--- src/rtl/ram_write_buffer_if.sv ---
// Bus bundle for the posted-write buffer: the CPU data-memory port on one
// side and the data-RAM port on the other. The buffer is the slave; whoever
// plays CPU + RAM (the surrounding core, or a bench) is the master.
interface ram_write_buffer_if;
    // CPU store side
    logic        cpu_write_enable;
    logic [31:0] cpu_write_address;
    logic [3:0]  cpu_write_select;
    logic [31:0] cpu_write_data;
    logic        cpu_write_stall;
    // CPU load side
    logic        cpu_read_enable;
    logic [31:0] cpu_read_address;
    logic [31:0] cpu_read_data;
    // RAM write side
    logic        ram_write_enable;
    logic [31:0] ram_write_address;
    logic [3:0]  ram_write_select;
    logic [31:0] ram_write_data;
    logic        ram_write_ready;
    // RAM read side
    logic        ram_read_enable;
    logic [31:0] ram_read_address;
    logic [31:0] ram_read_data;
    // status
    logic        buffer_empty;

    modport slave (
        input  cpu_write_enable, cpu_write_address, cpu_write_select, cpu_write_data,
        output cpu_write_stall,
        input  cpu_read_enable, cpu_read_address,
        output cpu_read_data,
        output ram_write_enable, ram_write_address, ram_write_select, ram_write_data,
        input  ram_write_ready,
        output ram_read_enable, ram_read_address,
        input  ram_read_data,
        output buffer_empty
    );

    modport master (
        output cpu_write_enable, cpu_write_address, cpu_write_select, cpu_write_data,
        input  cpu_write_stall,
        output cpu_read_enable, cpu_read_address,
        input  cpu_read_data,
        input  ram_write_enable, ram_write_address, ram_write_select, ram_write_data,
        output ram_write_ready,
        input  ram_read_enable, ram_read_address,
        output ram_read_data,
        input  buffer_empty
    );
endinterface

--- src/rtl/ram_write_buffer.sv ---
// Posted-write FIFO between the CPU data port and the data RAM. Stores are
// accepted in one cycle and drained whenever the RAM is ready; loads pass
// straight through with byte-wise forwarding from still-pending stores.
module ram_write_buffer #(
    parameter int DEPTH     = 4,
    parameter int PTR_WIDTH = 2
) (
    input  logic               clock,
    input  logic               reset,
    ram_write_buffer_if.slave  bus
);

    logic [PTR_WIDTH-1:0] head_q, head_d;
    logic [PTR_WIDTH-1:0] tail_q, tail_d;
    logic [PTR_WIDTH:0]   count_q, count_d;

    logic [29:0] addr_q [DEPTH];
    logic [3:0]  sel_q  [DEPTH];
    logic [31:0] data_q [DEPTH];

    logic full;
    logic enq;
    logic deq;

    // Byte offset of a store address is meaningless to a word-wide entry.
    logic unused_addr_lo;
    assign unused_addr_lo = ^bus.cpu_write_address[1:0];

    // Full blocks acceptance even when the head drains this same cycle, so
    // the stall never depends on ram_write_ready.
    assign full = (count_q == (PTR_WIDTH+1)'(DEPTH));
    assign enq  = bus.cpu_write_enable && !full;
    assign deq  = (count_q != '0) && bus.ram_write_ready;

    assign bus.cpu_write_stall = bus.cpu_write_enable && full;
    assign bus.buffer_empty    = (count_q == '0);

    // Head entry is presented to the RAM as-is; storage is cleared on reset
    // so the write bus reads zero out of reset.
    assign bus.ram_write_enable  = (count_q != '0);
    assign bus.ram_write_address = {addr_q[head_q], 2'b00};
    assign bus.ram_write_select  = sel_q[head_q];
    assign bus.ram_write_data    = data_q[head_q];

    assign bus.ram_read_enable  = bus.cpu_read_enable;
    assign bus.ram_read_address = bus.cpu_read_address;

    // Pointer and occupancy next-state; both pointers wrap modulo DEPTH.
    always_comb begin
        head_d  = head_q + (deq ? PTR_WIDTH'(1) : PTR_WIDTH'(0));
        tail_d  = tail_q + (enq ? PTR_WIDTH'(1) : PTR_WIDTH'(0));
        count_d = count_q + (enq ? (PTR_WIDTH+1)'(1) : '0) - (deq ? (PTR_WIDTH+1)'(1) : '0);
    end

    // Pointer and occupancy registers.
    always_ff @(posedge clock) begin
        if (!reset) begin
            head_q  <= '0;
            tail_q  <= '0;
            count_q <= '0;
        end else begin
            head_q  <= head_d;
            tail_q  <= tail_d;
            count_q <= count_d;
        end
    end

    // Entry storage: an accepted store lands at the tail slot.
    always_ff @(posedge clock) begin
        if (!reset) begin
            for (int i = 0; i < DEPTH; i++) begin
                addr_q[i] <= '0;
                sel_q[i]  <= '0;
                data_q[i] <= '0;
            end
        end else if (enq) begin
            addr_q[tail_q] <= bus.cpu_write_address[31:2];
            sel_q[tail_q]  <= bus.cpu_write_select;
            data_q[tail_q] <= bus.cpu_write_data;
        end
    end

    logic [PTR_WIDTH-1:0] fwd_idx;
    logic [31:0]          fwd_data;

    // Load forwarding: walk valid entries oldest to youngest so the youngest
    // matching byte wins; the store on the CPU port this cycle is not visible.
    always_comb begin
        fwd_idx  = '0;
        fwd_data = bus.ram_read_data;
        for (int i = 0; i < DEPTH; i++) begin
            fwd_idx = head_q + PTR_WIDTH'(i);
            if (((PTR_WIDTH+1)'(i) < count_q) &&
                (addr_q[fwd_idx] == bus.cpu_read_address[31:2])) begin
                for (int b = 0; b < 4; b++) begin
                    if (sel_q[fwd_idx][b])
                        fwd_data[8*b +: 8] = data_q[fwd_idx][8*b +: 8];
                end
            end
        end
        bus.cpu_read_data = bus.cpu_read_enable ? fwd_data : 32'h0;
    end

endmodule

--- src/flat_wrapper.sv ---
// flat-port wrapper written by rule: the top's interface ports become plain ports
module ram_write_buffer_flat 
#(
    parameter int DEPTH     = 4,
    parameter int PTR_WIDTH = 2
)
  (clock, reset, bus_cpu_write_enable, bus_cpu_write_address, bus_cpu_write_select, bus_cpu_write_data, bus_cpu_write_stall, bus_cpu_read_enable, bus_cpu_read_address, bus_cpu_read_data, bus_ram_write_enable, bus_ram_write_address, bus_ram_write_select, bus_ram_write_data, bus_ram_write_ready, bus_ram_read_enable, bus_ram_read_address, bus_ram_read_data, bus_buffer_empty);
  ram_write_buffer_if bus_i ();
  input  logic clock;
  input  logic reset;
  input wire logic [$bits(bus_i.cpu_write_enable)-1:0] bus_cpu_write_enable;
  input wire logic [$bits(bus_i.cpu_write_address)-1:0] bus_cpu_write_address;
  input wire logic [$bits(bus_i.cpu_write_select)-1:0] bus_cpu_write_select;
  input wire logic [$bits(bus_i.cpu_write_data)-1:0] bus_cpu_write_data;
  output wire logic [$bits(bus_i.cpu_write_stall)-1:0] bus_cpu_write_stall;
  input wire logic [$bits(bus_i.cpu_read_enable)-1:0] bus_cpu_read_enable;
  input wire logic [$bits(bus_i.cpu_read_address)-1:0] bus_cpu_read_address;
  output wire logic [$bits(bus_i.cpu_read_data)-1:0] bus_cpu_read_data;
  output wire logic [$bits(bus_i.ram_write_enable)-1:0] bus_ram_write_enable;
  output wire logic [$bits(bus_i.ram_write_address)-1:0] bus_ram_write_address;
  output wire logic [$bits(bus_i.ram_write_select)-1:0] bus_ram_write_select;
  output wire logic [$bits(bus_i.ram_write_data)-1:0] bus_ram_write_data;
  input wire logic [$bits(bus_i.ram_write_ready)-1:0] bus_ram_write_ready;
  output wire logic [$bits(bus_i.ram_read_enable)-1:0] bus_ram_read_enable;
  output wire logic [$bits(bus_i.ram_read_address)-1:0] bus_ram_read_address;
  input wire logic [$bits(bus_i.ram_read_data)-1:0] bus_ram_read_data;
  output wire logic [$bits(bus_i.buffer_empty)-1:0] bus_buffer_empty;
  assign bus_i.cpu_write_enable = bus_cpu_write_enable;
  assign bus_i.cpu_write_address = bus_cpu_write_address;
  assign bus_i.cpu_write_select = bus_cpu_write_select;
  assign bus_i.cpu_write_data = bus_cpu_write_data;
  assign bus_cpu_write_stall = bus_i.cpu_write_stall;
  assign bus_i.cpu_read_enable = bus_cpu_read_enable;
  assign bus_i.cpu_read_address = bus_cpu_read_address;
  assign bus_cpu_read_data = bus_i.cpu_read_data;
  assign bus_ram_write_enable = bus_i.ram_write_enable;
  assign bus_ram_write_address = bus_i.ram_write_address;
  assign bus_ram_write_select = bus_i.ram_write_select;
  assign bus_ram_write_data = bus_i.ram_write_data;
  assign bus_i.ram_write_ready = bus_ram_write_ready;
  assign bus_ram_read_enable = bus_i.ram_read_enable;
  assign bus_ram_read_address = bus_i.ram_read_address;
  assign bus_i.ram_read_data = bus_ram_read_data;
  assign bus_buffer_empty = bus_i.buffer_empty;
  ram_write_buffer #(.DEPTH(DEPTH), .PTR_WIDTH(PTR_WIDTH)) u_core (.clock(clock), .reset(reset), .bus(bus_i));
endmodule
--- config.mk ---
export PLATFORM = sky130hd
export DESIGN_NAME = ram_write_buffer_flat
export DESIGN_NICKNAME = d
export VERILOG_FILES = /design/src/rtl/ram_write_buffer_if.sv /design/src/rtl/ram_write_buffer.sv /design/src/flat_wrapper.sv
export SDC_FILE = /design/constraint.sdc
export NUM_CORES = 1
export LEC_CHECK = 0
export CORE_ASPECT_RATIO = 1.4
export CORE_MARGIN = 3
export CORE_UTILIZATION = 57
export CTS_CLUSTER_SIZE = 28
export DETAILED_ROUTE_END_ITERATION = 8
export PLACE_DENSITY_LB_ADDON = 0.08
export RECOVER_POWER = 100
export SLEW_MARGIN = 10
export SYNTH_ARGS = -nofsm -noshare
export SYNTH_HDL_FRONTEND = slang
export SYNTH_SLANG_ARGS = --single-unit
--- constraint.sdc ---
create_clock -name clock -period 6.39 [get_ports clock]
set_input_delay 1.278 -clock clock [delete_from_list [all_inputs] [get_ports clock]]
set_output_delay 1.278 -clock clock [all_outputs]
set_load 0.03 [all_outputs]
After elaboration in Yosys (flattened, before gate mapping)
Memory sizes are Yosys's and may differ from the RTL's. A register that Yosys moved wholly into a read port is not among the register bits.
Cells that the tools add are included.
{"block": "totals", "ff_bits": 7, "ram_bits": 264, "input_bits": 137, "out_inout_bits": 136, "word_cells": 76, "n_memories": 3}
{"block": "classes", "addsub": 7, "n_lt_le_gt_ge": 4, "n_eq_ne": 5, "mux": 41, "n_reduce_logical": 13}
{"memory": "u_core.data_q", "words": 4, "width": 32, "rd": 4, "rd_clocked_by_memory_dff": 1, "write_ports": 4, "line_no": "ram_write_buffer.sv:19", "text": "logic [31:0] data_q [DEPTH];"}
{"memory": "u_core.addr_q", "words": 4, "width": 30, "rd": 4, "rd_clocked_by_memory_dff": 1, "write_ports": 4, "line_no": "ram_write_buffer.sv:17", "text": "logic [29:0] addr_q [DEPTH];"}
{"memory": "u_core.sel_q", "words": 4, "width": 4, "rd": 4, "rd_clocked_by_memory_dff": 1, "write_ports": 4, "line_no": "ram_write_buffer.sv:18", "text": "logic [3:0] sel_q [DEPTH];"}
{"op": "32-bit 2-to-1 mux", "count": 6}
{"op": "8-bit 2-to-1 mux", "count": 16}
{"op": "30-bit equality test", "count": 4}
{"op": "32-bit OR reduction", "count": 1}
{"op": "30-bit 2-to-1 mux", "count": 1}
{"op": "30-bit OR reduction", "count": 1}
{"op": "2-bit 2-to-1 mux", "count": 6}
{"op": "1-bit 2-to-1 mux", "count": 11}
{"op": "1-bit logical AND", "count": 7}
{"op": "1-bit by 3-bit < comparator with 1-bit output, first input constant", "count": 2}
{"op": "2-bit by 3-bit < comparator with 1-bit output, first input constant", "count": 2}
{"op": "2-bit adder", "count": 2}
{"op": "2-bit adder, second input constant", "count": 2}
{"op": "4-bit 2-to-1 mux", "count": 1}
{"op": "4-bit OR reduction", "count": 1}
{"op": "3-bit adder", "count": 1}
{"op": "3-bit equality test, second input constant", "count": 1}
{"op": "3-bit zero test", "count": 1}
{"op": "3-bit nonzero test", "count": 1}
{"op": "3-bit subtractor", "count": 1}
{"op": "2-bit by 1-bit adder with 2-bit output, second input constant", "count": 1}
{"op": "1-bit zero test", "count": 1}

Longest topological paths before layout
Gate-level depths: netlist (run 1).
{"block": "logic_depth", "depth_word": 10, "mapped_depth": 16, "mapped_depth_nobuf": 11}

Least setup slack after synthesis (run 1)
OpenSTA, ideal clock, no wires.
{"block": "synth_timing", "path_kind": "in2out", "from": "in bus_cpu_read_address[16]", "to": "out bus_cpu_read_data[15]", "arrival_ns": 4.088, "required_time_ns": 5.112, "setup_slack_ns": 1.024, "cell_stages": 11, "path_buffers": 2, "cell_sequence": "clkbuf_1 > inv_1 > a222oi_1 > nor3b_1 > o2111ai_1 > nor4b_1 > and4_1 > clkbuf_1 > mux2_2 > mux2_1 > a32o_1"}
{"block": "synth_between", "elab_chain_len": 10, "word_cells_on_any_way": 16, "cone_classes": "eq/ne: 4; mux: 8; reduce/logical: 4"}
{"item": "start, declared", "line_no": "flat_wrapper.sv:17", "text": "input wire logic [$bits(bus_i.cpu_read_address)-1:0] bus_cpu_read_address;"}
{"item": "30-bit equality test", "line_no": "ram_write_buffer.sv:94", "text": "(addr_q[fwd_idx] == bus.cpu_read_address[31:2])) begin"}
{"item": "1-bit logical AND", "line_no": "ram_write_buffer.sv:93", "text": "if (((PTR_WIDTH+1)'(i) < count_q) &&"}
{"item": "32-bit 2-to-1 mux", "line_no": "ram_write_buffer.sv:93"}
{"item": "8-bit 2-to-1 mux", "line_no": "ram_write_buffer.sv:96", "text": "if (sel_q[fwd_idx][b])"}
{"item": "32-bit 2-to-1 mux", "line_no": "ram_write_buffer.sv:93"}
{"item": "8-bit 2-to-1 mux", "line_no": "ram_write_buffer.sv:96"}
{"item": "32-bit 2-to-1 mux", "line_no": "ram_write_buffer.sv:93"}
{"item": "8-bit 2-to-1 mux", "line_no": "ram_write_buffer.sv:96"}
{"item": "32-bit 2-to-1 mux *", "line_no": "ram_write_buffer.sv:93"}
{"item": "32-bit 2-to-1 mux *", "line_no": "ram_write_buffer.sv:101", "text": "bus.cpu_read_data = bus.cpu_read_enable ? fwd_data : 32'h0;"}
{"item": "end, declared", "line_no": "flat_wrapper.sv:18", "text": "output wire logic [$bits(bus_i.cpu_read_data)-1:0] bus_cpu_read_data;"}
Mark *: on every way between the ends. The rest lies on a longest branch, timed or not.

==> summary.txt, run 1 <==
Status
  – Outcome: complete, but fails checks
  – Failing checks: capacitance limit, slew limit

Die
  – Starting Density: 0.582
  – IO Pins: 273
  – Die extent in x: ~160 µm
  – # rows: 80
  – Core box area: 0.0343 mm²
  – Die area: between 0.03 and 0.04 mm²
  – Die Y: around 230 µm

STA
  – Post-route setup slack: 0.0735 ns
  – Setup TNS: 0 ns
  – FMAX: 158 MHz
  – Final period utilization: 0.989
  – Final min period: 6.32 ns
  – Max-slew violations: roughly 350
  – Fin Hold WS: roughly 0.67 ns
  – Final hold viol count: 0
  – Setup violators final: 0
  – Clk_skew: 0.00717 ns
  – RSZ-0062 raised after global routing: false
  – Slew headroom: -1.58
  – Worst Max-Slew Pin Slew: slightly below 4 ns

Global routing
  – Initial antenna violation count: 2
  – Vias in the first global route: ~17000
  – Gr usage total: 0.345
  – First-pass GRT wire length: between 90000 and 100000 µm
  – Overflow left after global routing: 0
  – Largest net degree at the start of global routing: 80

Synthesis
  – Ys Warns: 0
  – Synthesized cell area: 0.0200 mm²
  – Most common cell in the netlist: mux2i_1
  – Register area share after synthesis: 0.404
  – Post-synthesis cell count: roughly 1800
  – Yosys reg bits: 271
  – Post-Syn Area per Cell: 10.9 µm²
  – Yosys top cell by area: edfxtp_1
  – Async SR Flop Fraction: 0
  – Most frequent cells after synthesis: 268 x mux2i_1, 264 x edfxtp_1, 217 x and2_1
  – Ys flop type: edfxtp_1
  – Post-synth top area share: 0.397
  – Post-synth EDFFs: 264
  – Library cells used by synthesis: 92
  – Top cells by area, synth: edfxtp_1 40%, mux2i_1 13%, and2_1 6.8%

Finish
  – Ratio of cells with drive above 1 in the final layout: 0.167
  – Non-filler cells, final: 2528
  – Layout filler cell count: 2622
  – Net total in the final layout: 2201
  – Final Cell Area: roughly 0.024 mm²
  – Area Growth Syn to Fin: 19.6%

Drt
  – Avg WL per Cell: 26.0 µm
  – Detailed-route vias per instance: around 6.4
  – DR pass1 iterations: 5
  – Vias: roughly 16000
  – DRC: 0
  – Initial DRC Count: 1326
  – Detailed Route WL: 65700 µm
  – Routed Antenna Nets: 0

Pwr
  – Peak supply drop: 0.233 mV
  – Leak pwr: 8.71 nW
  – Pwr dens: roughly 320 mW/mm²

Setup path
  – WP data arrival: 6.55 ns
  – Slowest-stage cell, CP: clkbuf_1
  – Critical Path, Cell by Cell: dlygate4sd3_1 > a21boi_0 > clkbuf_1 > nand3b_1 > nand2_4 > clkbuf_4
  – Crit Path Class: input pin to flop
  – Max incr delay on CP: 2.75 ns
  – CP Capture Type: flop
  – Startpoint Class: input pin
  – Critical Path RT: 6.63 ns
  – Peak fanout along the critical path: 70

Placement
  – Post-DP HPWL: 46600 µm
  – Routability cong.: 1.01
  – Placed Area: 0.0231 mm²
  – Pre-CTS setup slack: -0.0196 ns
  – Inst Count DP: 2478
  – PortBufs: approximately 260

Run
  – Max cap viols: 6

Clocking
  – Clk pin slew, worst setup/hold paths: 0.06 ns
  – Max H-tree Level: 1
  – Skew-Pair Late Insertion Delay: 0.55 ns
  – Max clock buf depth: 3
  – CTS tree: yes
  – Total CTS buffers: 27
  – Clk sinks: 271
  – Root buf cell: clkbuf_16

Hold path
  – HP Class: flop to flop
==> worst paths after layout <==
check	startpoint	to	slack [ns]	cells after the start
max	bus_cpu_write_enable	u_core.addr_q[2][3]$_SDFFCE_PN0P_	0.07	6
min	u_core.tail_q[1]$_SDFF_PN0_	u_core.tail_q[1]$_SDFF_PN0_	0.67	2
max reg2reg	u_core.count_q[0]$_SDFF_PN0_	u_core.addr_q[2][3]$_SDFFCE_PN0P_	0.72	6
min reg2reg	u_core.tail_q[1]$_SDFF_PN0_	u_core.tail_q[1]$_SDFF_PN0_	0.67	2
==> per-stage QoR <==
stage | utilization | power (mW)
2_1_floorplan | - | 4.79
3_3_place_gp | 0.674 | 6.02
3_5_place_dp | 0.674 | 6.07
4_1_cts | 0.700 | 7.60
5_1_grt | 0.695 | 7.85
6_report | 0.695 | 7.52
==> per-layer routing <==
metal	vias up	part of all wire	GRT usage
li1	7301	-	-
met1	8015	0.36	0.379
met2	701	0.53	0.644
met3	188	0.053	0.0400
met4	2	0.057	0.184
met5	-	0.00015	0
==> report_power, final <==
group	internal [mW]	switching, mW	total (mW)
clock	0.855	0.661	1.52
combinational	1.42	2.24	3.66
sequential	2.19	0.164	2.35
==> registers in the layout, indices dropped and copies added, names as in the netlist <==
name / cells
u_core.tail_q: 2
u_core.addr_q: 120
u_core.head_q: 2
u_core.data_q: 128
u_core.count_q: 3
u_core.sel_q: 16
==> area by class of cell <==
cell class | count | area, µm² | share of cell area
antenna | 1 | 2.50 | 0.000105
inverter | 16 | 65.1 | 0.00273
clock buffer | 34 | 702 | 0.0294
multi-input combinational | 1350 | 10800 | 0.453
sequential | 271 | 8080 | 0.338
timing repair buffer | 391 | 3530 | 0.148
clock inverter | 14 | 123 | 0.00514
tap | 451 | 564 | 0.0236
==> what timing repair did <==
| item | CTS | global route |
|---|---|---|
| hold buffers | 0 | 0 |
| setup buffers | 1 | 0 |
| resized for setup | 3 | 7 |
| endpoints found under the setup margin | 7 | 7 |
==> worst max-delay path, delay by kind of cell <==
family                 cells  cell delay (ns)
AOI/OAI and AO/OA          1             0.26
buffers and inverters      3             3.72
and+or+nand+nor            2             1.25
==> placed cells by master (no fill, tap or decap), types with 53 or more instances in the layout <==
cell type,n
a21oi_1,86
and2_0,129
and2_1,89
and3_1,72
buf_4,120
clkdlybuf4s50_1,142
dlygate4sd3_1,89
edfxtp_1,264
mux2_2,110
mux2i_1,268
nand2_1,53
nor2_1,70
xnor2_1,71
==> kinds of logic (layout without fill, tap and decap cells) <==
| family | Yosys count | in the layout | synth area share |
|---|---|---|---|
| AND/OR/NAND/NOR | 510 | 510 | 0.145 |
| multiplexers | 410 | 410 | 0.225 |
| AO/OA/AOI/OAI | 315 | 315 | 0.117 |
| flip-flops | 271 | 271 | 0.404 |
| buffers and inverters | 210 | 455 | 0.0564 |
| XOR/XNOR | 106 | 106 | 0.0465 |
| adder cells (fa/ha/maj) | 7 | 7 | 0.00476 |
| other | 1 | 3 | 0.000188 |
No activity file was read; power rests on OpenSTA's default activity.
==> run 2, diff against run 1 <==
CORE_ASPECT_RATIO = 1.2   (was 1.4)
==> run 2 against run 1 <==
Cell area shrank 0.93%. Fmax grew 1.2%. Critical path type unchanged. Largest power group unchanged. The flow still finishes with violations (capacitance limit, slew limit). Largest cell class unchanged. Clock skew grew 0.0075 ns. Setup slack gained 0.073 ns.
==> summary.txt, run 2 (synthesis gave the netlist of run 1 again) <==
Status
  – Outcome: complete, but fails checks (unchanged)
  – Failing checks: capacitance limit, slew limit (unchanged)

STA
  – Post-route setup slack: 0.146 ns (was 0.0735 ns)
  – Final min period: 6.24 ns (was 6.32 ns)
  – Slew headroom: -1.60 (was -1.58)
  – Setup violators final: 0 (unchanged)
  – Worst Max-Slew Pin Slew: 3.91 ns (was 3.88 ns)
  – RSZ-0062 raised after global routing: false (unchanged)
  – Final hold viol count: 0 (unchanged)
  – FMAX: 160 MHz (was 158 MHz)
  – Clk_skew: 0.0146 ns (was 0.00717 ns)
  – Max-slew violations: 371 (was 348)
  – Final period utilization: 0.977 (was 0.989)
  – Setup TNS: 0 ns (unchanged)

Global routing
  – Gr usage total: 0.340 (was 0.345)
  – Initial antenna violation count: 5 (was 2)
  – Vias in the first global route: 16200 (was 16600)
  – Overflow left after global routing: 0 (unchanged)
  – Largest net degree at the start of global routing: 163 (was 80)
  – First-pass GRT wire length: 97000 µm (was 97500 µm)

Setup path
  – WP data arrival: 6.43 ns (was 6.55 ns)
  – CP Capture Type: flop (unchanged)
  – Startpoint Class: input pin (unchanged)
  – Critical Path RT: 6.57 ns (was 6.63 ns)
  – Register-to-Register Path Depth: 6 (unchanged)
  – Crit Path Class: input pin to flop (unchanged)
  – Peak fanout along the critical path: 70 (unchanged)

Placement
  – Pre-CTS setup slack: -0.0363 ns (was -0.0196 ns)
  – Routability cong.: 1.06 (was 1.01)
  – PortBufs: 264 (unchanged)
  – Post-DP HPWL: 46100 µm (was 46600 µm)

Clocking
  – Skew-Pair Late Insertion Delay: 0.55 ns (about the same)
  – Hold buffer count at CTS: 0 (unchanged)
  – Max H-tree Level: 1 (unchanged)
  – Total CTS buffers: 27 (unchanged)
  – Clk sinks: 271 (unchanged)
  – CTS tree: yes (unchanged)
  – Max clock buf depth: 3 (unchanged)
  – Root buf cell: clkbuf_16 (unchanged)
  – Clk pin slew, worst setup/hold paths: 0.06 ns (about the same)

Hold path
  – HP Class: flop to flop (unchanged)
  – WHS Path Cells: 2 (unchanged)

Run
  – Max cap viols: 7 (was 6)

Finish
  – Largest register FFs: 128 (unchanged)
  – Largest regs: u_core.data_q x128, u_core.addr_q x120, u_core.sel_q x16 (unchanged)
  – Ratio of cells with drive above 1 in the final layout: 0.162 (was 0.167)
  – Layout filler cell count: 2678 (was 2622)
  – Net total in the final layout: 2189 (was 2201)
  – Most frequent cells in the layout: 266 x mux2i_1, 264 x edfxtp_1, 137 x clkdlybuf4s50_1 (was 268 x mux2i_1, 264 x edfxtp_1, 142 x clkdlybuf4s50_1)
  – Reg with most FFs: u_core.data_q (unchanged)
  – Most common cell after layout, fill and taps aside: mux2i_1 (unchanged)
  – Area Growth Syn to Fin: 18.4% (was 19.6%)

Pwr
  – Peak supply drop: 0.239 mV (was 0.233 mV)
  – Pwr dens: 313 mW/mm² (was 315 mW/mm²)
  – Leak pwr: 8.61 nW (was 8.71 nW)

Drt
  – DRC: 0 (unchanged)
  – Vias: 16100 (was 16200)
  – Detailed Route WL: 64900 µm (was 65700 µm)
  – Detailed-route vias per instance: 6.38 (was 6.41)
  – Routed Antenna Nets: 0 (unchanged)
  – DR pass1 iterations: 5 (unchanged)
  – Avg WL per Cell: 25.7 µm (was 26.0 µm)
  – Initial DRC Count: 1182 (was 1326)

Die
  – Starting Density: 0.583 (was 0.582)
  – Core box area: 0.0343 mm² (about the same)
  – Die Y: 211 µm (was 227 µm)
  – Die area: 0.0373 mm² (about the same)
  – IO Pins: 273 (unchanged)
  – Die extent in x: 177 µm (was 164 µm)
  – # rows: 74 (was 80)
-- run 2: cell types whose count changed in the layout (fill, tap and decap cells not counted), moves of 5 or more --
cell	delta
buf_4	-11
buf_12	-5
clkdlybuf4s50_1	-5
dlygate4sd3_1	+5
-- run 2: routing by layer --
layer	part of all wire	routed length [µm]	vias to the layer above	global-route usage
li1	-	-	7291	-
met1	0.38	24500	7893	0.408
met2	0.51	33100	739	0.601
met3	0.057	3720	173	0.0304
met4	0.056	3630	0	0.188
met5	0	0	-	0
-- run 2: metrics by stage --
stage | area (µm²) | util | hold slack [ns] | cells | power, mW
2_1_floorplan | 20000 | - | 0.552 | 1831 | 4.79
3_3_place_gp | 23000 | 0.671 | 0.636 | 2471 | 6.00
3_5_place_dp | 23000 | 0.671 | 0.669 | 2471 | 6.04
4_1_cts | 23800 | 0.694 | 0.691 | 2519 | 7.46
5_1_grt | 23600 | 0.690 | 0.704 | 2524 | 7.71
6_report | 23600 | 0.690 | 0.675 | 2524 | 7.40
-- run 2: final cells by class --
type                            instances  area [µm²]  area share
Clock buffer                           35         706      0.0298
Timing Repair Buffer                  379        3370       0.143
Sequential cell                       271        8080       0.341
Clock inverter                         13        57.6     0.00243
Multi-Input combinational cell       1350       10800       0.456
Antenna cell                            4        10.0    0.000423
Inverter                               16        65.1     0.00275
Tap cell                              456         571      0.0241
-- run 2: power breakdown --
part / leakage [nW] / switching [mW] / internal [mW] / total, mW
clock: 0.371 / 0.650 / 0.771 / 1.42
combinational: 5.44 / 2.24 / 1.40 / 3.63
sequential: 2.80 / 0.163 / 2.19 / 2.35
-- run 2: final timing paths --
kind,to,startpoint,slack [ns]
max,u_core.addr_q[2][14]$_SDFFCE_PN0P_,bus_cpu_write_enable,0.15
min,u_core.tail_q[1]$_SDFF_PN0_,u_core.tail_q[1]$_SDFF_PN0_,0.67
max reg2reg,u_core.addr_q[2][14]$_SDFFCE_PN0P_,u_core.count_q[0]$_SDFF_PN0_,0.83
min reg2reg,u_core.tail_q[1]$_SDFF_PN0_,u_core.tail_q[1]$_SDFF_PN0_,0.67
-- run 2: what timing repair did --
action | 4_1_cts | 5_1_grt
setup buffers | 0 | 1
setup endpoints to repair | 2 | 17
gates resized for setup | 2 | 7
-- run 2: critical path, cell delays in order --
cell,delay (ns)
dlygate4sd3_1,0.54
a21boi_0,0.29
clkbuf_1,2.77
nand3b_1,0.43
nand2_4,0.55
buf_4,0.52
==> run 3, diff against run 2 <==
CTS_CLUSTER_SIZE = unset   (was 28)
==> results of run 3 <==
The final DEF is identical to that of run 2; final timing and power are the same.
